`src/rtl/regfile_write_arbiter.sv`:
```
// Register-file write arbiter: up to NREQ requesters share one write port.
// A single request writes one register. A paired request writes DataA to
// register 7 and then DataB to register 6 on the next cycle (PAIR2 state).
// Define REGFILE_ARB_RR_EN for round-robin arbitration. Without it, the
// lowest-index valid requester always wins.
module regfile_write_arbiter #(
    parameter int NREQ = 3,
    parameter int AW   = 3,
    parameter int DW   = 16
) (
    input  logic              Clk,
    input  logic              ResetN,
    input  logic [NREQ-1:0]   ReqValid,
    input  logic [NREQ-1:0]   ReqPair,
    input  logic [NREQ*AW-1:0] ReqAddr,
    input  logic [NREQ*DW-1:0] ReqDataA,
    input  logic [NREQ*DW-1:0] ReqDataB,
    output logic [NREQ-1:0]   ReqReady,
    output logic              WrEn,
    output logic [AW-1:0]     WrAddr,
    output logic [DW-1:0]     WrData,
    output logic              Busy
);

    localparam logic [AW-1:0] PAIR_HI_ADDR = AW'(7);
    localparam logic [AW-1:0] PAIR_LO_ADDR = AW'(6);

    typedef enum logic {IDLE, PAIR2} state_t;

    state_t            state_q, state_d;
    logic              wr_en_q, wr_en_d;
    logic [AW-1:0]     wr_addr_q, wr_addr_d;
    logic [DW-1:0]     wr_data_q, wr_data_d;
    logic [DW-1:0]     datab_q, datab_d;

    logic [NREQ-1:0]   gnt;
    logic [NREQ-1:0]   accept;
    logic              arb_found;
    logic              sel_pair;
    logic [AW-1:0]     sel_addr;
    logic [DW-1:0]     sel_a;
    logic [DW-1:0]     sel_b;

`ifdef REGFILE_ARB_RR_EN
    localparam int PW = (NREQ > 1) ? $clog2(NREQ) : 1;

    logic [PW-1:0] ptr_q, ptr_d;

    // Round-robin winner: search from the pointer upward, then wrap to the bottom
    always_comb begin
        gnt       = '0;
        arb_found = 1'b0;
        for (int i = 0; i < NREQ; i++) begin
            if (!arb_found && ReqValid[i] && (i >= int'(ptr_q))) begin
                gnt[i]    = 1'b1;
                arb_found = 1'b1;
            end
        end
        for (int i = 0; i < NREQ; i++) begin
            if (!arb_found && ReqValid[i] && (i < int'(ptr_q))) begin
                gnt[i]    = 1'b1;
                arb_found = 1'b1;
            end
        end
    end

    // Pointer moves just past whichever requester was accepted
    always_comb begin
        ptr_d = ptr_q;
        for (int i = 0; i < NREQ; i++) begin
            if (accept[i]) begin
                ptr_d = (i == NREQ - 1) ? '0 : PW'(i + 1);
            end
        end
    end

    // Round-robin pointer register
    always_ff @(posedge Clk or negedge ResetN) begin
        if (!ResetN) begin
            ptr_q <= '0;
        end else begin
            ptr_q <= ptr_d;
        end
    end
`else
    // Fixed priority: the lowest-index valid requester wins
    always_comb begin
        gnt       = '0;
        arb_found = 1'b0;
        for (int i = 0; i < NREQ; i++) begin
            if (!arb_found && ReqValid[i]) begin
                gnt[i]    = 1'b1;
                arb_found = 1'b1;
            end
        end
    end
`endif

    // Grants are offered only from IDLE and never while reset is held
    assign ReqReady = ((state_q == IDLE) && ResetN) ? gnt : '0;
    assign accept   = ReqValid & ReqReady;

    // Select the accepted requester's fields (accept is one-hot or zero)
    always_comb begin
        sel_pair = 1'b0;
        sel_addr = '0;
        sel_a    = '0;
        sel_b    = '0;
        for (int i = 0; i < NREQ; i++) begin
            if (accept[i]) begin
                sel_pair = ReqPair[i];
                sel_addr = ReqAddr[i*AW +: AW];
                sel_a    = ReqDataA[i*DW +: DW];
                sel_b    = ReqDataB[i*DW +: DW];
            end
        end
    end

    // Next state and next write-port contents; address/data hold when idle
    always_comb begin
        state_d   = state_q;
        wr_en_d   = 1'b0;
        wr_addr_d = wr_addr_q;
        wr_data_d = wr_data_q;
        datab_d   = datab_q;
        case (state_q)
            IDLE: begin
                if (|accept) begin
                    wr_en_d = 1'b1;
                    if (sel_pair) begin
                        wr_addr_d = PAIR_HI_ADDR;
                        wr_data_d = sel_a;
                        datab_d   = sel_b;
                        state_d   = PAIR2;
                    end else begin
                        wr_addr_d = sel_addr;
                        wr_data_d = sel_a;
                    end
                end
            end
            PAIR2: begin
                wr_en_d   = 1'b1;
                wr_addr_d = PAIR_LO_ADDR;
                wr_data_d = datab_q;
                state_d   = IDLE;
            end
            default: state_d = IDLE;
        endcase
    end

    // FSM state and registered write port
    always_ff @(posedge Clk or negedge ResetN) begin
        if (!ResetN) begin
            state_q   <= IDLE;
            wr_en_q   <= 1'b0;
            wr_addr_q <= '0;
            wr_data_q <= '0;
        end else begin
            state_q   <= state_d;
            wr_en_q   <= wr_en_d;
            wr_addr_q <= wr_addr_d;
            wr_data_q <= wr_data_d;
        end
    end

    // Captured second-half data; only consumed after a pair is accepted
    always_ff @(posedge Clk) begin
        datab_q <= datab_d;
    end

    assign WrEn   = wr_en_q;
    assign WrAddr = wr_addr_q;
    assign WrData = wr_data_q;
    assign Busy   = (state_q == PAIR2);

endmodule

```
`config.mk`:
```
export PLATFORM = sky130hd
export DESIGN_NAME = regfile_write_arbiter
export DESIGN_NICKNAME = d
export VERILOG_FILES = /design/src/rtl/regfile_write_arbiter.sv
export SDC_FILE = /design/constraint.sdc
export NUM_CORES = 1
export LEC_CHECK = 0
export ABC_AREA = 1
export BUFFER_PORTS_ARGS = -buffer_cell sky130_fd_sc_hd__clkbuf_2
export CAP_MARGIN = 20
export CORE_MARGIN = 2
export CORE_UTILIZATION = 43
export CTS_CLUSTER_DIAMETER = 80
export DETAILED_ROUTE_END_ITERATION = 10
export GPL_TIMING_DRIVEN = 0
export PLACE_DENSITY = 0.78
export SYNTH_ARGS = -nofsm -noshare
export SYNTH_HDL_FRONTEND = slang
export SYNTH_SLANG_ARGS = --single-unit
```
`constraint.sdc`:
```
create_clock -name Clk -period 2 [get_ports Clk]
set_clock_uncertainty 0.1 [all_clocks]
set_input_delay 0.1 -clock Clk [delete_from_list [all_inputs] [get_ports Clk]]
set_output_delay 0.1 -clock Clk [all_outputs]
set_load 0.05 [all_outputs]
```
### Word level (Yosys, flattened, before mapping)

Cells that the tools add are included.

* add/subtract/negate cells: 0
* multipliers: 0
* div/mod/pow operators: 0
* magnitude comparators: 0
* equal/unequal tests: 1
* shift-type cells: 0
* muxes and demuxes: 27
* bitwise operators: 2
* reduce and logical (&&, ||, !) cells: 7

Operators by type and width (number)
* $mux W16: 7
* $pmux W16 S2: 1
* $mux W3: 6
* $mux W1: 10
* $pmux W3 S2: 1
* $pmux W1 S2: 2
* $and A3 B3 Y3: 1
* $logic_and A1 B1 Y1: 3
* $reduce_and A3 Y1: 1
* $reduce_or A3 Y1: 1
* $logic_not A1 Y1: 2
* $ne A2 B1 Y1 const B: 1
* $not A1 Y1: 1

* bits in registers: 37
* bits in latches: 0
* bits in writable memories: 0
* bits in read-only memories: 0
* bits of input ports: 113
* output and inout bits: 24
* word-level logic and storage cells: 42
* memories: 0

### Depth between registers and ports, before layout

* word-level depth: 15
* gate-level depth with buffers: 9
* depth with buffers taken out: 8

### Worst setup path after synthesis

No wires, ideal clock.

* path type: register to register
* start: reg state_q (netlist: Busy)
* end: reg wr_addr_q[0] (netlist: WrAddr[0])
* setup time: 0.131 ns
* arrival: 1.897 ns
* slack: -0.129 ns
* cell stages (with the launch flop): 8
* buffers on the path: 1
* clock period less this slack: 2.129 ns
* cell sequence: dfrtp_1 buf_6 inv_2 nand2_4 nor2_8 nand2_1 nand3_1 nand3b_1

* longest elaborated chain between the ends: 10

Ends and longest elaborated chain
* start: declaration: RTL line 30 `state_t state_q, state_d;`
* start signal: assignment: RTL line 159 `state_q <= state_d;`
* $not A1 Y1 (no source line)
* $logic_and A1 B1 Y1: RTL line 100 `assign ReqReady = ((state_q == IDLE) && ResetN) ? gnt : '0;`
* $mux W3: RTL line 100
* $and A3 B3 Y3: RTL line 101 `assign accept = ReqValid & ReqReady;`
* $mux W3 or $mux W1 (tied branches) (3 in series): RTL line 110 `if (accept[i]) begin`
* $mux W3: RTL line 130 `if (sel_pair) begin`
* $mux W3: RTL line 128 `if (|accept) begin`
* $pmux W3 S2: RTL line 126 `case (state_q)`
* end signal: assignment: RTL line 161 `wr_addr_q <= wr_addr_d;`
* end: declaration: RTL line 32 `logic [AW-1:0] wr_addr_q, wr_addr_d;`

Several ways; a longest one is shown, not always the timed one. The select of a mux whose other input is x is not followed.
A chain may end at the register's enable or synchronous reset.

### Worst setup path after layout

* start: reg state_q (netlist: Busy)
* end: out ReqReady[2]

* longest elaborated chain between the ends: 3

Ends and longest elaborated chain
* $not A1 Y1 (no source line)
* $logic_and A1 B1 Y1: RTL line 100
* $mux W3: RTL line 100
* end: declaration: RTL line 18 `output logic [NREQ-1:0] ReqReady,`

Every way passes these cells.

==> flow_metrics.tcl <==
set metrics [dict create \
    outcome "finished clean" \
    viasPerCell 4.515 \
    ys_ff_latch 37 \
    p_per_area_nw_per_um2 687.4 \
    cts_sinks 37 \
    cts_buffers 5 \
    die_h_um 75.85 \
    max-slew-margin-rel_pct 34.65 \
    synth_xor_area_share_pct 0 \
    dieWidth_um 75.85 \
    drtPass1Iterations 4 \
    r2r-start "Busy" \
    fin_cells 540 \
    multi_input_area_um2 1032 \
    num_vias 2438 \
    synthCells 304 \
    io_buffers 136 \
    netlist-cell-type-count 21 \
    synthAdderAreaFrac_pct 0 \
    hold_path_class "in -> reg" \
    setup_slack_ns 0.1037 \
    worst_slew_pin_slew_ns 0.9770 \
    cp_max_fo 10 \
    synth-seq-area-share_pct 45.32 \
    cap_viol_max_count 0 \
    min_period_ns 1.896 \
    clk_pin_slew_ns 0.07 \
    hold_start "ReqDataA[31]" \
    die-area_um2 5752 \
    grt_max_degree 22 \
    place.detailed.hpwl_um 4580 \
    drc 0 \
    yosys.area_share.simple_pct 46.05 \
    area_growth_syn_to_layout_pct 48.99 \
    cts.path.max_buffers 2 \
    grt_pass1_vias 2133 \
    routed_wl_um 6235 \
    setup_viol 0 \
    crit_type "reg -> out" \
    place_congestion 0.7945 \
    core_um2 5042 \
    fin_crit_sh_pct 94.81 \
    final_area_um2 3307 \
    syn_nets 417 \
    drtIter0Drc 75 \
    final_hold_viol_count 0 \
    antenna_found_initial 0 \
    initial_core_util_pct 44.02 \
    grt-ovfl-total 0 \
    grt_pass1_wl_um 9301 \
    numPlacedInstances 510 \
    nets 582 \
    synth_compound_area_share_pct 0.2255 \
    utilization_pct 65.58 \
    seq_area_um2 1006 \
    start_kind "flip-flop" \
    p_leak_uw 0.001843 \
    max_clock_freq_mhz 527.4 \
    cp.arrival_ns 1.70 \
    antenna_cells 0 \
    drv_slew 0 \
    ir_worst_vdd_mv 0.3675 \
    post_cts_buffers 0 \
    critPathCaptureType "output port" \
    startpoint "Busy" \
    synth.avg_cell_area_um2 7.301 \
    final_antenna_net_count 0 \
    ys_warn_count 0 \
    insertion_delay_ns 0.28 \
    rsz0062_at_grt "no" \
    h-tree-depth 2 \
    synth.mux.area_fraction_pct 0 \
    critPathRequiredTime_ns 1.80 \
    synth_top_family_by_area "simple AND/OR/NAND/NOR gates" \
    cts-root-buf "clkbuf_8" \
    drive_above_1_share_pct 37.23 \
    io-pin-count 137 \
    tritoncts "yes" \
    synth_area_um2 2220 \
    avgRoutedWirePerCell_um 11.55 \
    rows 26 \
    nFillCells 451 \
    grt_use_total_pct 21.45 \
    place_area_um2 2993 \
    setup_tns_ns 0 \
    pre_cts_slack_ns 0.007290 \
]
-- sequential cells by signal, indices dropped and copies added, names as in the netlist --
| name | flops |
|---|---|
| Busy | 1 |
| WrData | 16 |
| WrEn | 1 |
| WrAddr | 3 |
| datab_q | 16 |
-- cell families (layout without fill, tap and decap cells) --
| family | Yosys count | after routing |
|---|---|---|
| AOI/OAI and AO/OA | 1 | 1 |
| DFF | 37 | 37 |
| and+or+nand+nor | 230 | 230 |
| buffers and inverters | 36 | 202 |
-- worst max-delay path: stages, from the launching register on --
cell,delay (ns)
dfrtp_1,0.39
buf_6,0.16
inv_2,0.09
nand2_4,0.08
nor2_4,0.24
buf_6,0.18
buf_2,0.27
-- layer usage --
metal,global-route usage (%),share of wire (%)
met1,27.02,42
met2,37.64,51
met3,4.497,5.2
met4,5.068,1.6
met5,0,0
-- layout make-up --
class / count / area share (%)
multi-input cells: 231 / 31.21
flip-flops and latches: 37 / 30.42
repair buffers: 159 / 27.70
inverters: 24 / 2.800
plain buffers: 11 / 2.762
well taps: 70 / 2.649
clock buffers: 5 / 2.081
clock inverters: 3 / 0.3784
-- synthesized netlist by cell type (all sizes together) --
cell type	n	area, um2
clkbuf	1	3.750
nand2	145	581.8
inv	24	92.60
nand3b	1	7.510
dfrtp	21	525.5
o21ai	1	5.000
buf	11	90.08
nand3	40	212.7
edfxtp	16	480.5
nor2	42	207.7
nand4	2	12.51
-- path summary, 6_finish.rpt --
| check | to | slack [ns] | cells past startpoint |
|---|---|---|---|
| min | WrData[15] | 0.0005 | 5 |
| max | ReqReady[2] | 0.10 | 6 |
| max in group asynchronous | WrData[12] | 0.65 | 2 |
| min reg2reg | WrData[6] | 0.36 | 2 |
| min in group asynchronous | WrData[13] | 0.56 | 2 |
| max reg2reg | datab_q[11] | 0.15 | 6 |
-- where the power goes --
group	switching, uW	internal [uW]
registers	58.5	898
logic	565	272
clock network	246	234
-- what timing repair did --
action / in CTS / in global routing
cloned: 0 / 0
endpoints found under the hold margin: 37 / 0
setup endpoints to repair: 1 / 3
gates resized for setup: 1 / 4
hold buffers: 23 / 0
-- per-stage QoR --
stage                     hold slack [ns]  total power (uW)
after global placement            0.03910              1759
after CTS                      0.00007697              2294
after global routing              0.01193              2398
after floorplan                   -0.2956              1498
after detailed placement          0.04889              1776
final                           0.0004540              2273
-- cell usage in the layout (no fill, tap or decap) --
cell type / count
clkbuf_2: 133
nand2_1: 132
nand3_1: 38
nor2_1: 37
dlygate4sd3_1: 23
dfrtp_1: 21
inv_1: 21
edfxtp_1: 16
nand2_2: 12
clkbuf_8: 5
buf_6: 4
buf_4: 4
clkbuf_4: 3
inv_2: 2
nor2_4: 2
nor2_8: 2
nand4_1: 2
buf_2: 2
clkinv_1: 2
nand2_4: 1
nor2_2: 1
inv_4: 1
nand3_4: 1
o21ai_1: 1
nand3_2: 1
clkbuf_1: 1
nand3b_1: 1
clkinv_2: 1
Note: power is estimated with default switching activity, not from simulation.
